$ cat src/rtl/rr_request_queue.sv
// Four-channel request front-end for a round-robin arbiter: per-channel FIFOs
// drive REQ from occupancy, and the granted head is popped to one registered port.

module rr_rq_chan #(
    parameter int DATA_W = 8,
    parameter int DEPTH  = 4
) (
    input  logic              clk,
    input  logic              rst_n,
    input  logic              push_req,
    input  logic              pop,
    input  logic [DATA_W-1:0] wdata,
    output logic              ready,
    output logic              nonempty,
    output logic [DATA_W-1:0] head
);
    localparam int AW = $clog2(DEPTH);

    logic [DATA_W-1:0] mem [DEPTH];
    logic [AW-1:0]     rd_ptr, wr_ptr;
    logic [AW:0]       cnt;
    logic              push;

    // Fullness comes from registered count only, so a pop never frees a slot in the same cycle.
    assign ready    = (cnt != (AW+1)'(DEPTH));
    assign nonempty = (cnt != '0);
    assign push     = push_req && ready;
    assign head     = mem[rd_ptr];

    always_ff @(posedge clk or negedge rst_n) begin
        if (!rst_n) begin
            rd_ptr <= '0;
            wr_ptr <= '0;
            cnt    <= '0;
        end else begin
            if (push) wr_ptr <= wr_ptr + 1'b1;
            if (pop)  rd_ptr <= rd_ptr + 1'b1;
            case ({push, pop})
                2'b10:   cnt <= cnt + 1'b1;
                2'b01:   cnt <= cnt - 1'b1;
                default: ;
            endcase
        end
    end

    // Storage needs no reset: clearing the pointers discards all entries.
    always_ff @(posedge clk) begin
        if (push) mem[wr_ptr] <= wdata;
    end
endmodule

module rr_request_queue #(
    parameter int DATA_W = 8,
    parameter int DEPTH  = 4
) (
    input  logic                clk,
    input  logic                rst_n,
    input  logic [3:0]          IN_VALID,
    input  logic [4*DATA_W-1:0] IN_DATA,
    output logic [3:0]          IN_READY,
    input  logic [3:0]          GNT,
    output logic [3:0]          REQ,
    output logic                OUT_VALID,
    output logic [DATA_W-1:0]   OUT_DATA,
    output logic [1:0]          OUT_ID,
    output logic                GNT_ERR
);
    localparam int NUM_CH = 4;

    logic [NUM_CH-1:0]             ready, nonempty, pop;
    logic [NUM_CH-1:0][DATA_W-1:0] head;
    logic                          gnt_legal, pop_any;
    logic [DATA_W-1:0]             pop_data;
    logic [1:0]                    pop_id;

    // Zero or one-hot is legal; grants to empty channels simply fall through.
    assign gnt_legal = ((GNT & (GNT - 4'd1)) == 4'd0);
    assign pop       = GNT & nonempty & {NUM_CH{gnt_legal}};
    assign pop_any   = |pop;
    assign IN_READY  = ready;
    assign REQ       = nonempty;

    generate
        for (genvar i = 0; i < NUM_CH; i++) begin : g_chan
            rr_rq_chan #(.DATA_W(DATA_W), .DEPTH(DEPTH)) u_chan (
                .clk      (clk),
                .rst_n    (rst_n),
                .push_req (IN_VALID[i]),
                .pop      (pop[i]),
                .wdata    (IN_DATA[i*DATA_W +: DATA_W]),
                .ready    (ready[i]),
                .nonempty (nonempty[i]),
                .head     (head[i])
            );
        end
    endgenerate

    always_comb begin
        pop_data = '0;
        pop_id   = '0;
        for (int i = 0; i < NUM_CH; i++) begin
            if (pop[i]) begin
                pop_data = head[i];
                pop_id   = 2'(i);
            end
        end
    end

    always_ff @(posedge clk or negedge rst_n) begin
        if (!rst_n) begin
            OUT_VALID <= 1'b0;
            OUT_DATA  <= '0;
            OUT_ID    <= '0;
            GNT_ERR   <= 1'b0;
        end else begin
            OUT_VALID <= pop_any;
            if (pop_any) begin
                OUT_DATA <= pop_data;
                OUT_ID   <= pop_id;
            end
            if (!gnt_legal) GNT_ERR <= 1'b1;
        end
    end
endmodule

$ cat config.mk
export PLATFORM = sky130hd
export DESIGN_NAME = rr_request_queue
export DESIGN_NICKNAME = d
export VERILOG_FILES = /design/src/rtl/rr_request_queue.sv
export SDC_FILE = /design/constraint.sdc
export NUM_CORES = 1
export LEC_CHECK = 0
export ABC_CLOCK_PERIOD_IN_PS = 6090
export CAP_MARGIN = 20
export CORE_ASPECT_RATIO = 2
export CORE_UTILIZATION = 43
export CTS_BUF_LIST = sky130_fd_sc_hd__clkbuf_2 sky130_fd_sc_hd__clkbuf_4 sky130_fd_sc_hd__clkbuf_8
export DETAILED_ROUTE_END_ITERATION = 8
export MAX_ROUTING_LAYER = met4
export RECOVER_POWER = 25
export SLEW_MARGIN = 20
export SYNTH_ARGS = -nofsm -noshare
export SYNTH_HDL_FRONTEND = slang
export SYNTH_HIERARCHICAL = 1
export SYNTH_SLANG_ARGS = --single-unit
$ cat constraint.sdc
create_clock -name clk -period 6.09 [get_ports clk]
set_input_delay 0.9135 -clock clk [delete_from_list [all_inputs] [get_ports clk]]
set_output_delay 0.9135 -clock clk [all_outputs]
set_load 0.05 [all_outputs]
==> flow_summary.rst <==
.. list-table::
   :header-rows: 1

   * - Metric
     - Value
   * - Status
     - complete, no violations
   * - Net count of the mapped netlist
     - 443
   * - Buffers & Inverters on Critical Path
     - 3
   * - Final core utilization
     - 51.7%
   * - Num rows
     - 65
   * - Type of the tightest min-delay check
     - reg -> reg
   * - Number of antenna violations at the first check in global routing
     - 0
   * - Most common library cell in the layout ignoring fill and taps
     - edfxtp_1
   * - Final setup slack of the worst path
     - 2.95 ns
   * - Critical-path maximum fanout
     - 19
   * - Max IR drop VDD
     - 0.000212 V
   * - Final max-slew violation count
     - 0
   * - Commonest cells after routing, fill and taps aside
     - edfxtp_1 (128), dfrtp_1 (40), clkdlybuf4s50_1 (36)
   * - Combinational Power Share
     - 31.7%
   * - Headroom to the max-slew limit
     - 36.1%
   * - Total gr overflow
     - 0
   * - Share of the yosys chip area belonging to registers
     - 69.7%
   * - Skew-Pair Late Insertion Delay
     - 0.45 ns
   * - Worst Hold Slack
     - 0.490 ns
   * - Average cell area after synthesis
     - 18.4 um^2
   * - Post-CTS Setup Inserts
     - 0
   * - Kind of start point of the critical path
     - primary input
   * - Number of H-tree branching levels
     - 4
   * - Fin crit share
     - 51.5%
   * - Total of hold buffers inserted after clock tree synthesis
     - 0
   * - Max-Cap Viols
     - 0
   * - Leakage
     - 0.00298 uW
   * - CTS sink cnt
     - 168
   * - Length of the first detailed-routing pass in iterations
     - 4
   * - Final Routed Wirelength
     - 13400 um
   * - Total non-filler cell area in the finished layout
     - 8160 um^2
   * - Final Wtd Congestion
     - 0.777
   * - Number of buffers on the longest clock path
     - 2
   * - Switching part of the total
     - 34.4%
   * - Die width
     - 91.9 um
   * - Layout-stage area growth over the synthesis result
     - 17.3%
   * - Count of cell types in the netlist
     - 36
   * - Sequential group share of total power
     - 47.3%
   * - Root buffer cell
     - clkbuf_8
   * - Post-Syn Instances
     - 377
   * - List of cells traversed by the critical path
     - clkdlybuf4s50_1 -> nor2_1 -> nand4b_2 -> inv_1 -> ha_1 -> inv_1 -> fa_1 -> xor2_1 -> nor2_1 -> xor2_1
   * - Placeable core area
     - 15800 um^2
   * - Setup-failing EPs final
     - 0
   * - CP top delay family
     - buffers and inverters
   * - WP data required
     - 6.46 ns
   * - Setup TNS
     - 0 ns
   * - Height of the die
     - 182 um
   * - Number of enable flip-flop cells after synthesis
     - 128
   * - Reg-to-reg slack, setup
     - 3.42 ns
   * - Area post-placement
     - 7750 um^2
   * - CTS buffer count
     - 17
   * - Average vias per placed instance
     - 5.32
   * - Unrepaired setup endpoints after global routing
     - no
   * - Total power divided by cell area
     - 468 nW/um^2
   * - HPWL after detailed placement
     - 9900 um
   * - Internal power of the cells
     - 2510 uW
   * - Full die area
     - 16700 um^2
   * - Number of nets in the layout
     - 511
   * - 1st-iter DRT viols
     - 136
   * - Synth warnings
     - 6
   * - Final hold violations
     - 0
   * - Area of the mapped netlist
     - 6960 um^2
   * - Layout filler cell count
     - 1337
   * - Worst Max-Slew Pin Slew
     - 0.958 ns
   * - Worst EP arrival
     - 3.51 ns
   * - Post-layout min period
     - 3.14 ns
   * - Place WS
     - 2.53 ns
   * - Remaining DRCs
     - 0
   * - Crit Path Class
     - in -> reg
   * - Number of ports placed on the die boundary
     - 62
   * - Initial core utilization
     - 44.1%
   * - Count of input and output buffers
     - 61
   * - Worst-path cell with the longest stage delay
     - clkdlybuf4s50_1
   * - Number of gates given a new drive strength after cts
     - 0
   * - Peak per-stage delay on the critical path
     - 0.47 ns
   * - Detailed-route via count
     - 3505
   * - Largest net degree at the start of global routing
     - 41
   * - Number of antenna repair diodes
     - 0
   * - Async S/R FF share, synth
     - 23.8%
   * - Net Sw Power
     - 1320 uW
   * - Number of nets still failing antenna checks after routing
     - 0
   * - Vias in the first global route
     - 3743
   * - Post-synth top flop
     - edfxtp_1
   * - Global-route wire length before repair
     - 20900 um
   * - Layout cells sized above 1
     - 22.3%
   * - Number of synthesized register bits
     - 168
   * - Combined global-route utilization of all metal layers
     - 17.9%
   * - Element type at the critical path end
     - flip-flop
   * - Clock group share of total power
     - 21.0%
   * - Maximum achievable frequency
     - 319 MHz
   * - Clock tree from TritonCTS
     - done
   * - Per-cell routed wire length
     - 20.3 um
   * - Post-CTS clock slew at the launch and capture registers of the worst setup and hold paths
     - 0.09 ns
   * - Worst clock skew
     - 0.0191 ns
-- stage by stage --
step / cells / power [uW]
floorplan: 377 / 2640
global placement: 627 / 3060
detailed placement: 627 / 3080
CTS: 659 / 3890
global route: 659 / 4030
finish: 659 / 3820
-- final cells by class --
type / count / area (um^2) / share of cell area (%)
inverter: 20 / 75.1 / 0.920
tap: 201 / 251 / 3.08
clock inverter: 14 / 163 / 1.99
sequential: 168 / 4840 / 59.4
timing repair buffer: 61 / 606 / 7.42
multi-input combinational: 177 / 1980 / 24.2
clock buffer: 18 / 241 / 2.96
-- worst reg2reg max path: cells and delay by family, from the launching register on --
family	cells	cell delay [ns]
AND/OR/NAND/NOR	4	1.18
adder cells (fa/ha/maj)	2	0.70
flip-flops	1	0.42
XOR/XNOR	2	0.29
-- cells in the mapped netlist (all sizes together) (5+ instances only) --
library cell	n	area (um^2)
a211oi	8	60.1
xor2	10	87.6
and3	17	126
mux4	32	721
o22ai	8	50.1
ha	20	250
mux2	6	82.6
nor3	9	45.0
buf	8	45.0
a221oi	8	70.1
xnor2	14	123
dfrtp	40	1000
nand2	5	18.8
inv	20	75.1
nor2	9	33.8
and2	5	41.3
edfxtp	128	3840
-- cells by family (layout without fill, tap and decap cells) --
| logic type | count (synthesis) | after routing | share of synthesized area, % |
|---|---|---|---|
| xor+xnor | 24 | 24 | 3.02 |
| fa+ha+maj | 24 | 24 | 4.75 |
| buf+inv | 32 | 113 | 1.94 |
| flops | 168 | 168 | 69.7 |
| mux | 40 | 40 | 11.8 |
| simple gates | 60 | 60 | 5.67 |
| compound gates | 29 | 29 | 3.13 |
-- path summary, 6_finish.rpt --
kind | start | to | cells past startpoint
min in group asynchronous | rst_n | g_chan[0].u_chan/wr_ptr[0] | 1
worst max register to register | g_chan[0].u_chan/cnt[2] | g_chan[0].u_chan/cnt[2] | 8
worst max-delay path | GNT[1] | g_chan[3].u_chan/cnt[2] | 10
max in group asynchronous | rst_n | g_chan[2].u_chan/wr_ptr[1] | 1
worst min-delay path | g_chan[3].u_chan/cnt[2] | g_chan[3].u_chan/cnt[2] | 1
worst min register to register | g_chan[3].u_chan/cnt[2] | g_chan[3].u_chan/cnt[2] | 1
-- layer usage --
layer	vias up	wire length, um	track usage (%)
met4	0	356	8.38
met1	1809	4950	18.8
li1	1602	-	-
met3	17	529	3.60
met5	-	0	-
met2	77	7580	31.7
-- registers in the layout, summed over array words and instances (netlist names) --
| signal | count |
|---|---|
| OUT_DATA | 8 |
| g_chan.u_chan/rd_ptr | 8 |
| g_chan.u_chan/wr_ptr | 8 |
| OUT_VALID | 1 |
| g_chan.u_chan/cnt | 12 |
| OUT_ID | 2 |
| g_chan.u_chan/mem | 128 |
| GNT_ERR | 1 |
-- power by group through the flow --
stage          combinational [uW]  sequential, uW  clock (uW)
2_1_floorplan                 846            1790           0
3_3_place_gp                 1220            1830           0
3_5_place_dp                 1230            1850           0
4_1_cts                      1240            1820         829
5_1_grt                      1300            1850         870
6_report                     1210            1810         802
No activity file was read; power rests on OpenSTA's default activity.
